File: src/rtl/reflet_timer_pkg.sv
// reflet_timer_pkg: shared register map and CTRL bit layout for the Reflet
// timer peripheral.
//   timer_reg_e    register index (word offset from base_addr)
//   CTRL_*         bit positions inside the CTRL register
package reflet_timer_pkg;

  typedef enum logic [1:0] {
    TIMER_CTRL  = 2'd0,
    TIMER_PRESC = 2'd1,
    TIMER_COUNT = 2'd2,
    TIMER_CMP   = 2'd3
  } timer_reg_e;

  localparam int unsigned CTRL_RUN         = 0;
  localparam int unsigned CTRL_AUTO_RELOAD = 1;
  localparam int unsigned CTRL_IRQ_EN      = 2;
  localparam int unsigned CTRL_PENDING     = 3;

endpackage

File: src/rtl/reflet_timer_prescaler.sv
// reflet_timer_prescaler: divides the clock by (presc+1) while running.
//   clk, reset   clock, synchronous active-low reset
//   enable       global enable; counter freezes when low
//   run          CTRL.RUN; counter only advances while set
//   clear        restart the prescale counter (CPU wrote PRESC or COUNT)
//   presc        divide value; 0 gives a tick every cycle
//   tick         1-cycle pulse, high in the cycle whose edge wraps the counter
module reflet_timer_prescaler #(
  parameter int unsigned wordsize = 16
) (
  input  logic                clk,
  input  logic                reset,
  input  logic                enable,
  input  logic                run,
  input  logic                clear,
  input  logic [wordsize-1:0] presc,
  output logic                tick
);

  logic [wordsize-1:0] cnt;
  logic                active;

  assign active = run & enable;

  // A CPU write at the same edge wins, so the tick is suppressed by clear.
  assign tick = active & ~clear & (cnt == presc);

  always_ff @(posedge clk) begin
    if (!reset) begin
      cnt <= '0;
    end else if (clear) begin
      cnt <= '0;
    end else if (active) begin
      if (cnt == presc) cnt <= '0;
      else              cnt <= cnt + wordsize'(1);
    end
  end

endmodule

File: src/rtl/reflet_timer.sv
// reflet_timer: memory-mapped timer on the Reflet bus.
//   clk, reset   clock, synchronous active-low reset
//   enable       global enable; freezes counting, writes and data_out
//   addr         byte address; registers at base_addr + i*(wordsize/8)
//   data_in      CPU write data
//   write_en     CPU write strobe
//   data_out     registered read data, zero when not selected or writing
//   int_out      PENDING & IRQ_EN
//   pwm_out      RUN & (COUNT < CMP), registered; only with REFLET_TIMER_PWM_EN
// Optional build macro: REFLET_TIMER_PWM_EN.
module reflet_timer
  import reflet_timer_pkg::*;
#(
  parameter int unsigned          wordsize  = 16,
  parameter logic [wordsize-1:0]  base_addr = wordsize'(16'hFF00)
) (
  input  logic                clk,
  input  logic                reset,
  input  logic                enable,
  input  logic [wordsize-1:0] addr,
  input  logic [wordsize-1:0] data_in,
  input  logic                write_en,
  output logic [wordsize-1:0] data_out,
  output logic                int_out
`ifdef REFLET_TIMER_PWM_EN
  ,
  output logic                pwm_out
`endif
);

  localparam int unsigned ALIGN = $clog2(wordsize / 8);

  logic                run, auto_reload, irq_en, pending;
  logic [wordsize-1:0] presc, count, cmp;

  logic [wordsize-1:0] offset;
  logic                sel;
  timer_reg_e          reg_idx;
  logic [wordsize-1:0] rdata;

  logic wr, wr_ctrl, wr_presc, wr_count, wr_cmp;
  logic tick, match;

  // Subtracting the base turns the decode into bit tests: upper bits zero
  // (in range, no wrap-around) and low bits zero (aligned).
  assign offset  = addr - base_addr;
  assign sel     = (offset[wordsize-1:ALIGN+2] == '0) && (offset[ALIGN-1:0] == '0);
  assign reg_idx = timer_reg_e'(offset[ALIGN+1:ALIGN]);

  assign wr       = sel & write_en & enable;
  assign wr_ctrl  = wr & (reg_idx == TIMER_CTRL);
  assign wr_presc = wr & (reg_idx == TIMER_PRESC);
  assign wr_count = wr & (reg_idx == TIMER_COUNT);
  assign wr_cmp   = wr & (reg_idx == TIMER_CMP);

  always_comb begin
    rdata = '0;
    case (reg_idx)
      TIMER_CTRL: begin
        rdata[CTRL_RUN]         = run;
        rdata[CTRL_AUTO_RELOAD] = auto_reload;
        rdata[CTRL_IRQ_EN]      = irq_en;
        rdata[CTRL_PENDING]     = pending;
      end
      TIMER_PRESC: rdata = presc;
      TIMER_COUNT: rdata = count;
      TIMER_CMP:   rdata = cmp;
      default:     rdata = '0;
    endcase
  end

  reflet_timer_prescaler #(
    .wordsize(wordsize)
  ) u_prescaler (
    .clk    (clk),
    .reset  (reset),
    .enable (enable),
    .run    (run),
    .clear  (wr_presc | wr_count),
    .presc  (presc),
    .tick   (tick)
  );

  assign match = tick & (count == cmp);

  always_ff @(posedge clk) begin
    if (!reset) begin
      data_out <= '0;
    end else if (enable) begin
      data_out <= (sel && !write_en) ? rdata : '0;
    end
  end

  // Priority ordering encodes the race rules: CPU writes to COUNT and RUN
  // beat the tick, while a match setting PENDING beats the W1C clear.
  always_ff @(posedge clk) begin
    if (!reset) begin
      run         <= 1'b0;
      auto_reload <= 1'b0;
      irq_en      <= 1'b0;
      pending     <= 1'b0;
      presc       <= '0;
      count       <= '0;
      cmp         <= '0;
    end else begin
      if (wr_ctrl) begin
        run         <= data_in[CTRL_RUN];
        auto_reload <= data_in[CTRL_AUTO_RELOAD];
        irq_en      <= data_in[CTRL_IRQ_EN];
      end else if (match && !auto_reload) begin
        run <= 1'b0;
      end

      if (match)                                pending <= 1'b1;
      else if (wr_ctrl && data_in[CTRL_PENDING]) pending <= 1'b0;

      if (wr_presc) presc <= data_in;
      if (wr_cmp)   cmp   <= data_in;

      if (wr_count) begin
        count <= data_in;
      end else if (tick) begin
        if (match) begin
          if (auto_reload) count <= '0;
        end else begin
          count <= count + wordsize'(1);
        end
      end
    end
  end

  assign int_out = pending & irq_en;

`ifdef REFLET_TIMER_PWM_EN
  always_ff @(posedge clk) begin
    if (!reset) begin
      pwm_out <= 1'b0;
    end else if (enable) begin
      pwm_out <= run & (count < cmp);
    end
  end
`endif

endmodule
File: config.mk
export PLATFORM = sky130hd
export DESIGN_NAME = reflet_timer
export DESIGN_NICKNAME = d
export VERILOG_FILES = /design/src/rtl/reflet_timer_pkg.sv /design/src/rtl/reflet_timer_prescaler.sv /design/src/rtl/reflet_timer.sv
export SDC_FILE = /design/constraint.sdc
export NUM_CORES = 1
export LEC_CHECK = 0
export ABC_AREA = 1
export BUFFER_PORTS_ARGS = -buffer_cell sky130_fd_sc_hd__buf_2
export CORE_MARGIN = 5
export CORE_UTILIZATION = 41
export CTS_CLUSTER_DIAMETER = 80
export CTS_CLUSTER_SIZE = 14
export DETAILED_ROUTE_END_ITERATION = 7
export GPL_TIMING_DRIVEN = 0
export HOLD_SLACK_MARGIN = 0.03
export SYNTH_ARGS = -nofsm -noshare
export SYNTH_HDL_FRONTEND = slang
export SYNTH_HIERARCHICAL = 1
export SYNTH_SLANG_ARGS = --single-unit
File: constraint.sdc
create_clock -name clk -period 3.1 [get_ports clk]
set_input_delay 0 -clock clk [delete_from_list [all_inputs] [get_ports clk]]
set_output_delay 0 -clock clk [all_outputs]
set_load 0.01 [all_outputs]
==> metrics.md, run 1 <==
| Metric | Value |
|---|---|
| Status | `completed` |
| Hold Path Origin | `enable` |
| Fin Setup TNS | `0 ps` |
| Starting Density | `between 40% and 50%` |
| DP HPWL | `between 10 and 15 mm` |
| Core Area | `between 10000 and 15000 um^2` |
| CP endpoint | `count[8]` |
| Synth top area share | `about 34%` |
| Detail Route Antenna Nets | `0` |
| Routability Congestion | `0.925` |
| Synthesis-stage register bit count | `84` |
| Fmax | `0.361 GHz` |
| Vias post-DR | `just over 5000` |
| CTS root buffer | `clkbuf_16` |
| Clock sink count | `84` |
| Worst-path maximum fanout | `10` |
| Gr usage total | `roughly 22%` |
| Endpoints failing setup | `0` |
| PortBufs | `52` |
| Main area contributors after synthesis | `dfxtp_1 (34%), nand2_1 (16%), nor2_1 (7.5%), a21oi_1 (6.9%), inv_1 (6.9%)` |
| Worst Hold Depth | `3` |
| Clock Pin Slew Worst Setup and Hold Paths | `60 ps` |
| Antenna fix cells | `0` |
| Reg-to-Reg End | `count[8]` |
| Drc violations | `0` |
| Number of global-route vias before repair | `~5000` |
| Yosys cell types | `37` |
| Syn_nets | `just over 800` |
| Top FF cell, synth | `dfxtp_1` |
| Sequential share of the synthesized area | `roughly 34%` |
| EDFF count, synth | `0` |
| Max IR drop VDD | `roughly 0.00029 V` |
| Clock Path Buffers | `2` |
| Max-slew violation count | `0` |
| Design area | `5860 um^2` |
| Most common cell after layout, fill and taps aside | `nand2_1` |
| Cell Area, Synth | `around 5000 um^2` |
| Critical path type | `flop to flop` |
| Slowest stage delay, CP | `~360 ps` |
| Yosys warns | `6` |
| Register area | `between 1500 and 2000 um^2` |
| FILL cells | `about 1300` |
| Buffers & Inverters on Critical Path | `2` |
| Worst-Margin Slew | `654 ps` |
| Syn Area/Cell | `about 6.4 um^2` |
| Power Total | `approximately 2.4 mW` |
| Most frequent cells in the layout | `nand2_1 (204), nor2_1 (98), inv_1 (90)` |
| Max-slew headroom | `a little under three fifths` |
| Width of the die | `~120 um` |
| Critical path arrival | `approximately 3000 ps` |
| Worst setup EP type | `flop` |
| Global-route wire length before repair | `about 25 mm` |
| Mapped Cells | `~780` |
| CTS tree | `built` |
| Share of cells above drive strength 1 | `about an eighth` |
| First-pass DRT Iterations | `5` |
| R2r setup slk | `around 330 ps` |
| Power per cell area | `approximately 410 nW/um^2` |
| Die area | `about 14000 um^2` |
| Later-pin clock latency in the skew report | `approximately 350 ps` |
| Final Hold Slack | `58.5 ps` |
| Min-Delay Path Class | `input pin to flop` |
| Dominant cell type by area after synthesis | `dfxtp_1` |
| DR WL/cell | `about 15 um` |
| Placed inst area | `between 5000 and 6000 um^2` |
| First DRT Iteration DRCs | `402` |
| Layout net count | `roughly 890` |
| Total gr overflow | `0` |
| RSZ-0062 raised after global routing | `no` |
| Critical path cell sequence | `nand2_2 -> inv_2 -> nand2_1 -> nor2_1 -> nand2_1 -> nor2_2 -> nand3_2 -> nor2_1 -> a21boi_0 -> nand3b_1 -> nor2_2 -> nand3_2 -> buf_2 -> nand3_1 -> a21oi_1 -> nor2_1 -> nor2_1` |
| CP max-delay cell | `dfxtp_1` |
| Share of the clock period used by the worst path | `89.3%` |
| Placed Cells | `974` |
| Worst Reg-to-Reg Cells | `17` |
| Clk_skew | `8.10 ps` |
| Largest net degree at the start of global routing | `15` |
| Initial antenna violation count | `0` |
| CP Depth | `17` |
| FP Rows | `40` |
| Multi-input gate area | `between 2000 and 3000 um^2` |
| Area Overhead vs Synth | `19.1%` |
| Setup crit start kind | `flop` |
| Drt via density | `slightly above 5` |
| Tmin final | `roughly 2800 ps` |
| Worst setup startpoint | `run` |
| Fin cells | `1006` |
| I/O pin cnt | `53` |
| Die Span Y | `120 um` |
| WL final | `15.5 mm` |
| Most used cell, CP | `nor2_1` |
| MaxCap Viol Count | `0` |
| Setup bufs post-CTS | `0` |
| TritonCTS Buffers | `9` |
| Top cell family by delay on the critical path | `simple AND/OR/NAND/NOR gates` |
| Leakage | `around 2.5 nW` |
| H-tree Lvls | `3` |
| Final Hold Viols | `0` |
| Reg2reg start | `run` |
| Async set-reset flop share out of synthesis | `0%` |
| CP required | `roughly 3300 ps` |
-- state kept, by name (all words and copies together) (netlist names), 16 cells and up --
name and cells:
data_out 16, presc 16, count 16, cmp 16, u_prescaler/cnt 16
-- kinds of logic (layout without fill, tap and decap cells) --
logic type,Yosys count,count (layout),synth area share [%]
simple gates,398,398,34.4
compound gates,136,136,15.2
buf+inv,128,212,10.9
flops,84,84,34.2
xor+xnor,26,26,4.63
fa+ha+maj,3,3,0.762
-- metrics by stage --
step,utilization (%),setup slack [ps]
after floorplan,-,925
after global placement,45.1,354
after detailed placement,45.1,315
after CTS,49.2,333
after global routing,49.2,105
final,49.2,331
-- report_power, final --
part           switching (mW)  internal, mW  total, mW  leakage [nW]
clock network           0.466         0.728       1.19         0.155
registers             0.00104          1.08       1.08         0.677
logic                  0.0884        0.0507      0.139          1.63
total                   0.555          1.86       2.41          2.46
-- synth_stat cells, types with 5 or more instances --
| library cell | number |
|---|---|
| dfxtp_1 | 84 |
| o21ai_0 | 47 |
| nor2_1 | 98 |
| buf_6 | 5 |
| clkbuf_1 | 11 |
| inv_2 | 6 |
| xor2_1 | 21 |
| nand3_1 | 61 |
| xnor2_1 | 5 |
| nand2_1 | 204 |
| inv_1 | 90 |
| nor2_2 | 6 |
| nor3_1 | 9 |
| buf_2 | 12 |
| a21oi_1 | 68 |
| o221ai_1 | 12 |
-- worst min-delay path by stage --
| stage | to | slack [ps] |
|---|---|---|
| floorplan | cmp[3] | 150 |
| global placement | count[0] | 280 |
| detailed placement | count[0] | 290 |
| CTS | data_out[0] | 50 |
| global route | data_out[0] | 100 |
| finish | data_out[0] | 60 |
-- metal layers --
metal	vias up	GRT usage, %	share of wire [%]
met5	-	0	0
met4	0	7.66	2.5
met3	29	4.01	5.4
met2	152	37.0	47
met1	2348	29.1	45
li1	2634	-	-
-- worst register-to-register path: stages, from the launching register on --
cell,delay (ps)
dfxtp_1,360
nand2_2,180
inv_2,130
nand2_1,50
nor2_1,80
nand2_1,70
nor2_2,120
nand3_2,100
nor2_1,250
a21boi_0,220
nand3b_1,110
nor2_2,170
nand3_2,190
buf_2,260
nand3_1,110
a21oi_1,50
nor2_1,100
nor2_1,60
-- timing repair --
item                      CTS  global route
hold endpoints to repair   56             0
resized for setup           0             0
hold buffers               17             0
-- layout make-up --
class                      instances  area share [%]
tap                              147            3.14
clock buffer                      10            4.08
timing repair buffer              69            7.34
sequential                        84            28.7
multi-input combinational        563            46.1
inverter                          97            6.21
clock inverter                     5            1.45
buffer                            31            2.97
No activity file was read; power rests on OpenSTA's default activity.
==> inputs of run 2 (changes only) <==
==> constraint.sdc (replaced) <==
create_clock -name clk -period 3.1 [get_ports clk]
set_input_delay 0.465 -clock clk [delete_from_list [all_inputs] [get_ports clk]]
set_output_delay 0.465 -clock clk [all_outputs]
set_load 0.01 [all_outputs]
==> metrics.md, run 2 (same netlist as run 1, synthesis figures left out) <==
| Metric | Value |
|---|---|
| FP Rows | `40` |
| Leakage | `about 2.4 nW` |
| Final Hold Slack | `389 ps` |
| CTS tree | `built` |
| CP max-delay cell | `buf_2` |
| Drt via density | `5.15` |
| First-pass DRT Iterations | `5` |
| Status | `completed` |
| Share of total power in the clock network | `approximately half` |
| Clock sink count | `84` |
| Antenna fix cells | `0` |
| PortBufs | `52` |
| TritonCTS Buffers | `9` |
| Slowest stage delay, CP | `around 250 ps` |
| Share of cells above drive strength 1 | `13.3%` |
| Drc violations | `0` |
| Routability Congestion | `slightly above 0.9` |
| Clk_skew | `about 8.3 ps` |
| Max IR drop VDD | `~0.00029 V` |
| Share of the clock period used by the worst path | `a little over 90%` |
| FILL cells | `between 1000 and 1500` |
| Setup bufs post-CTS | `0` |
| Gate power share | `under 10%` |
| Multi-input gate area | `2710 um^2` |
| I/O pin cnt | `53` |
| Cell Int Power | `roughly 1.8 mW` |
| Register area | `between 1500 and 2000 um^2` |
| Layout net count | `876` |
| Detail Route Antenna Nets | `0` |
| Setup crit start kind | `input pin` |
| Critical path cell sequence | `buf_2 -> ha_1 -> nand2_1 -> clkinv_1 -> nor2_1 -> nor2_1 -> nand2_1 -> nor2_1 -> nand2_2 -> a21oi_1 -> nor2_2 -> a21boi_0 -> nand3b_1 -> nor2_2 -> nand3_2 -> buf_2 -> nand3_1 -> a21oi_1 -> nor2_1 -> nor2_1` |
| Number of global-route vias before repair | `between 4000 and 5000` |
| CP required | `between 3000 and 4000 ps` |
| First DRT Iteration DRCs | `slightly below 400` |
| Worst-Margin Slew | `650 ps` |
| Net Sw Power | `about 0.56 mW` |
| Max-slew violation count | `0` |
| Largest net degree at the start of global routing | `15` |
| H-tree Lvls | `3` |
| Global-route wire length before repair | `between 20 and 30 mm` |
| Tmin final | `between 2000 and 3000 ps` |
| Die area | `approximately 14000 um^2` |
| Core Area | `between 10000 and 15000 um^2` |
| Worst setup EP type | `flop` |
| Critical path type | `input pin to flop` |
| Clock Pin Slew Worst Setup and Hold Paths | `around 60 ps` |
| Clock Path Buffers | `2` |
| Max-slew headroom | `56.7%` |
| Gr usage total | `roughly 22%` |
| Min-Delay Path Class | `input pin to flop` |
| Top cell family by delay on the critical path | `simple AND/OR/NAND/NOR gates` |
| Post_cts resized | `0` |
| Area Overhead vs Synth | `15.6%` |
| Width of the die | `about 120 um` |
| Final Hold Viols | `0` |
| Vias post-DR | `between 5000 and 6000` |
| Buffers & Inverters on Critical Path | `3` |
| Initial antenna violation count | `0` |
| Starting Density | `a little over 40%` |
| Sequential group share of total power | `between 40 and 50%` |
| Most common cell after layout, fill and taps aside | `nand2_1` |
| Total gr overflow | `0` |
| MaxCap Viol Count | `0` |
| Power per cell area | `422 nW/um^2` |
| DP HPWL | `roughly 12 mm` |
| DR WL/cell | `about 16 um` |
| Most frequent cells in the layout | `nand2_1 (204), nor2_1 (97), inv_1 (90)` |
| Fmax | `roughly 0.35 GHz` |
| Die Span Y | `between 100 and 150 um` |
| RSZ-0062 raised after global routing | `no` |
| Later-pin clock latency in the skew report | `between 300 and 400 ps` |
| Endpoints failing setup | `0` |
| Most used cell, CP | `nor2_1` |
| CTS root buffer | `clkbuf_16` |
| Fin util | `around 48%` |
| WL final | `15.5 mm` |
| Critical path arrival | `about 3100 ps` |
| Sw Share | `23.2%` |
| Hold buffer count at CTS | `0` |
| Worst-path maximum fanout | `10` |
run 2: cell count changes in the layout (fill, tap and decap cells not counted):
cell           previous run  this run
nor2_2                    6         7
nor2_1                   98        97
dlygate4sd3_1            17         0
clkbuf_1                 11        10
run 2: worst min-delay path: stages:
cell     delay (ps)
buf_2           110
nand2_1          60
a21oi_1          60
run 2: layer usage:
layer | wire length [um] | global-route usage [%]
met4 | 437 | 7.66
met1 | 6990 | 28.9
met3 | 824 | 4.34
met5 | 0 | 0
met2 | 7210 | 36.5
run 2: worst paths after layout:
check	start	endpoint	slack [ps]	cells after the start
setup / recovery	addr[8]	count[8]	240	20
hold reg to reg	data_out[6]	data_out[6]	460	2
setup reg to reg	run	count[8]	400	17
hold / removal	data_in[0]	count[0]	390	3
run 2: final cells by class:
cell class              instances  share of cell area, %
repair buffers                 52                   4.57
flip-flops and latches         84                   29.6
clock inverters                 5                   1.50
plain buffers                  30                   2.99
inverters                      97                   6.40
clock buffers                  10                   4.20
well taps                     147                   3.23
multi-input cells             563                   47.6
run 2: power groups by stage:
stage	combinational [mW]	clock, mW	sequential (mW)
global placement	0.118	0	1.11
CTS	0.121	1.22	1.08
detailed placement	0.120	0	1.11
global route	0.134	1.27	1.08
finish	0.122	1.20	1.08
floorplan	0.0583	0	1.11
run 2: metrics by stage:
step                TNS, ps  total power [mW]  instances  instance area (um^2)  worst slack [ps]
floorplan                 0              1.17        775                  4920               565
global placement      -1310              1.22        974                  5370              -111
detailed placement    -1580              1.23        974                  5370              -150
CTS                       0              2.42        989                  5690               214
global route              0              2.48        988                  5690              46.1
finish                    0              2.40        988                  5690               239
==> inputs of run 3 (changes only) <==
==> constraint.sdc (replaced) <==
create_clock -name clk -period 3.4 [get_ports clk]
set_input_delay 0.51 -clock clk [delete_from_list [all_inputs] [get_ports clk]]
set_output_delay 0.51 -clock clk [all_outputs]
set_load 0.01 [all_outputs]
==> metrics.md, run 3 (same netlist as run 1, synthesis figures left out) <==
| Metric | Value |
|---|---|
| Setup bufs post-CTS | `0` |
| Worst setup EP type | `flop` |
| Die area | `roughly 14000 um^2` |
| Clock Pin Slew Worst Setup and Hold Paths | `approximately 60 ps` |
| Fmax | `0.334 GHz` |
| Die Span Y | `120 um` |
| WL final | `~15 mm` |
| First DRT Iteration DRCs | `between 300 and 400` |
| Share of cells above drive strength 1 | `a little over an eighth` |
| Number of global-route vias before repair | `between 4000 and 5000` |
| Cell Int Power | `approximately 1.7 mW` |
| First-pass DRT Iterations | `6` |
| Clock sink count | `between 80 and 90` |
| CP endpoint | `count[8]` |
| I/O pin cnt | `53` |
| Setup crit start kind | `input pin` |
| R2r setup slk | `about 610 ps` |
| Critical path type | `input pin to flop` |
| DP HPWL | `between 10 and 15 mm` |
| Clock Path Buffers | `2` |
| Worst-Margin Slew | `about 670 ps` |
| H-tree Lvls | `3` |
| FP Rows | `40` |
| PortBufs | `52` |
| TritonCTS Buffers | `9` |
| Leakage | `2.39 nW` |
| Reg-to-Reg End | `count[8]` |
| Worst setup startpoint | `addr[2]` |
| Width of the die | `120 um` |
| Drt via density | `approximately 5.2` |
| Gate power share | `just over 5%` |
| Max-slew headroom | `55.7%` |
| Clk_skew | `between 7 and 8 ps` |
| Worst-path maximum fanout | `10` |
| Layout net count | `877` |
| Hold buffer count at CTS | `0` |
| Fin Setup TNS | `0 ps` |
| Min-Delay Path Class | `input pin to flop` |
| Global-route wire length before repair | `25.1 mm` |
| Tmin final | `roughly 3000 ps` |
| Starting Density | `between 40% and 50%` |
| Net Sw Power | `~0.51 mW` |
| Post_cts resized | `0` |
| Most frequent cells in the layout | `nand2_1 (204), nor2_1 (98), inv_1 (90)` |
| CP required | `about 3600 ps` |
| Antenna fix cells | `0` |
| Critical path arrival | `approximately 3200 ps` |
| Power per cell area | `~380 nW/um^2` |
| Drc violations | `0` |
| Endpoints failing setup | `0` |
| Most common cell after layout, fill and taps aside | `nand2_1` |
| RSZ-0062 raised after global routing | `no` |
| Area Overhead vs Synth | `15.6%` |
| CTS tree | `built` |
| Share of total power in the clock network | `between 40% and 50%` |
| Worst Reg-to-Reg Cells | `17` |
| Vias post-DR | `~5000` |
| Core Area | `approximately 12000 um^2` |
| Max-slew violation count | `0` |
| Total gr overflow | `0` |
| Detail Route Antenna Nets | `0` |
| Later-pin clock latency in the skew report | `350 ps` |
| Share of the clock period used by the worst path | `between 80% and 90%` |
| Status | `completed` |
| DR WL/cell | `between 15 and 20 um` |
| Fin util | `between 40% and 50%` |
| CTS root buffer | `clkbuf_16` |
| Largest net degree at the start of global routing | `15` |
| Initial antenna violation count | `0` |
| Gr usage total | `22.1%` |
| Sw Share | `23.1%` |
| Routability Congestion | `0.925` |
| Reg2reg start | `run` |
| Max IR drop VDD | `0.000262 V` |
| MaxCap Viol Count | `0` |
| Final Hold Viols | `0` |
| Sequential group share of total power | `45.1%` |
-- run 3: changes by cell type in the layout (fill, tap and decap cells not counted) --
cell	previous run	this run
nor2_1	97	98
nor2_2	7	6
clkbuf_1	10	11
-- run 3: worst max-delay path, stage by stage --
cell      delay (ps)
buf_2            120
inv_1             60
nor2_1            90
inv_1            210
clkbuf_1         470
a21oi_1          180
nor2_1           290
a21boi_0         220
nand3b_1         110
nor2_2           170
nand3_2          190
buf_2            260
nand3_1          110
a21oi_1           50
nor2_1           100
nor2_1            60
-- run 3: how the worst min path moves through the flow --
stage,from,end,slack (ps),depth (start not counted)
2_1_floorplan,pending,pending,450,2
6_report,data_in[0],count[0],430,3
5_1_grt,data_in[0],count[0],460,3
3_3_place_gp,data_out[9],data_out[9],450,2
3_5_place_dp,data_out[5],data_out[5],460,2
4_1_cts,data_in[0],count[0],430,3
-- run 3: metrics by stage --
stage          worst slack, ps  total power, mW  area, um^2  hold WS (ps)  instances
2_1_floorplan              820             1.06        4920           452        775
3_3_place_gp               144             1.12        5370           454        974
3_5_place_dp               105             1.12        5370           460        974
4_1_cts                    469             2.21        5690           428        989
5_1_grt                    190             2.26        5690           457        989
6_report                   403             2.19        5690           434        989
-- run 3: power by group through the flow --
stage	logic (mW)	clock network (mW)	registers, mW
final	0.112	1.09	0.987
after detailed placement	0.110	0	1.01
after CTS	0.110	1.11	0.987
after global placement	0.108	0	1.01
after floorplan	0.0532	0	1.01
after global routing	0.122	1.16	0.986
-- run 3: layer usage --
metal | GRT usage [%] | vias up | part of all wire (%)
li1 | - | 2597 | -
met2 | 36.5 | 138 | 47
met4 | 7.66 | 0 | 2.3
met1 | 28.9 | 2341 | 46
met3 | 4.34 | 25 | 5.1
met5 | 0 | - | 0
-- run 3: area by class of cell --
type                            instances  area (um^2)
Buffer                                 31          174
Clock buffer                           10          239
Clock inverter                          5         85.1
Fill cell                            1270         6220
Inverter                               97          364
Multi-Input combinational cell        563         2700
Sequential cell                        84         1680
Tap cell                              147          184
Timing Repair Buffer                   52          260
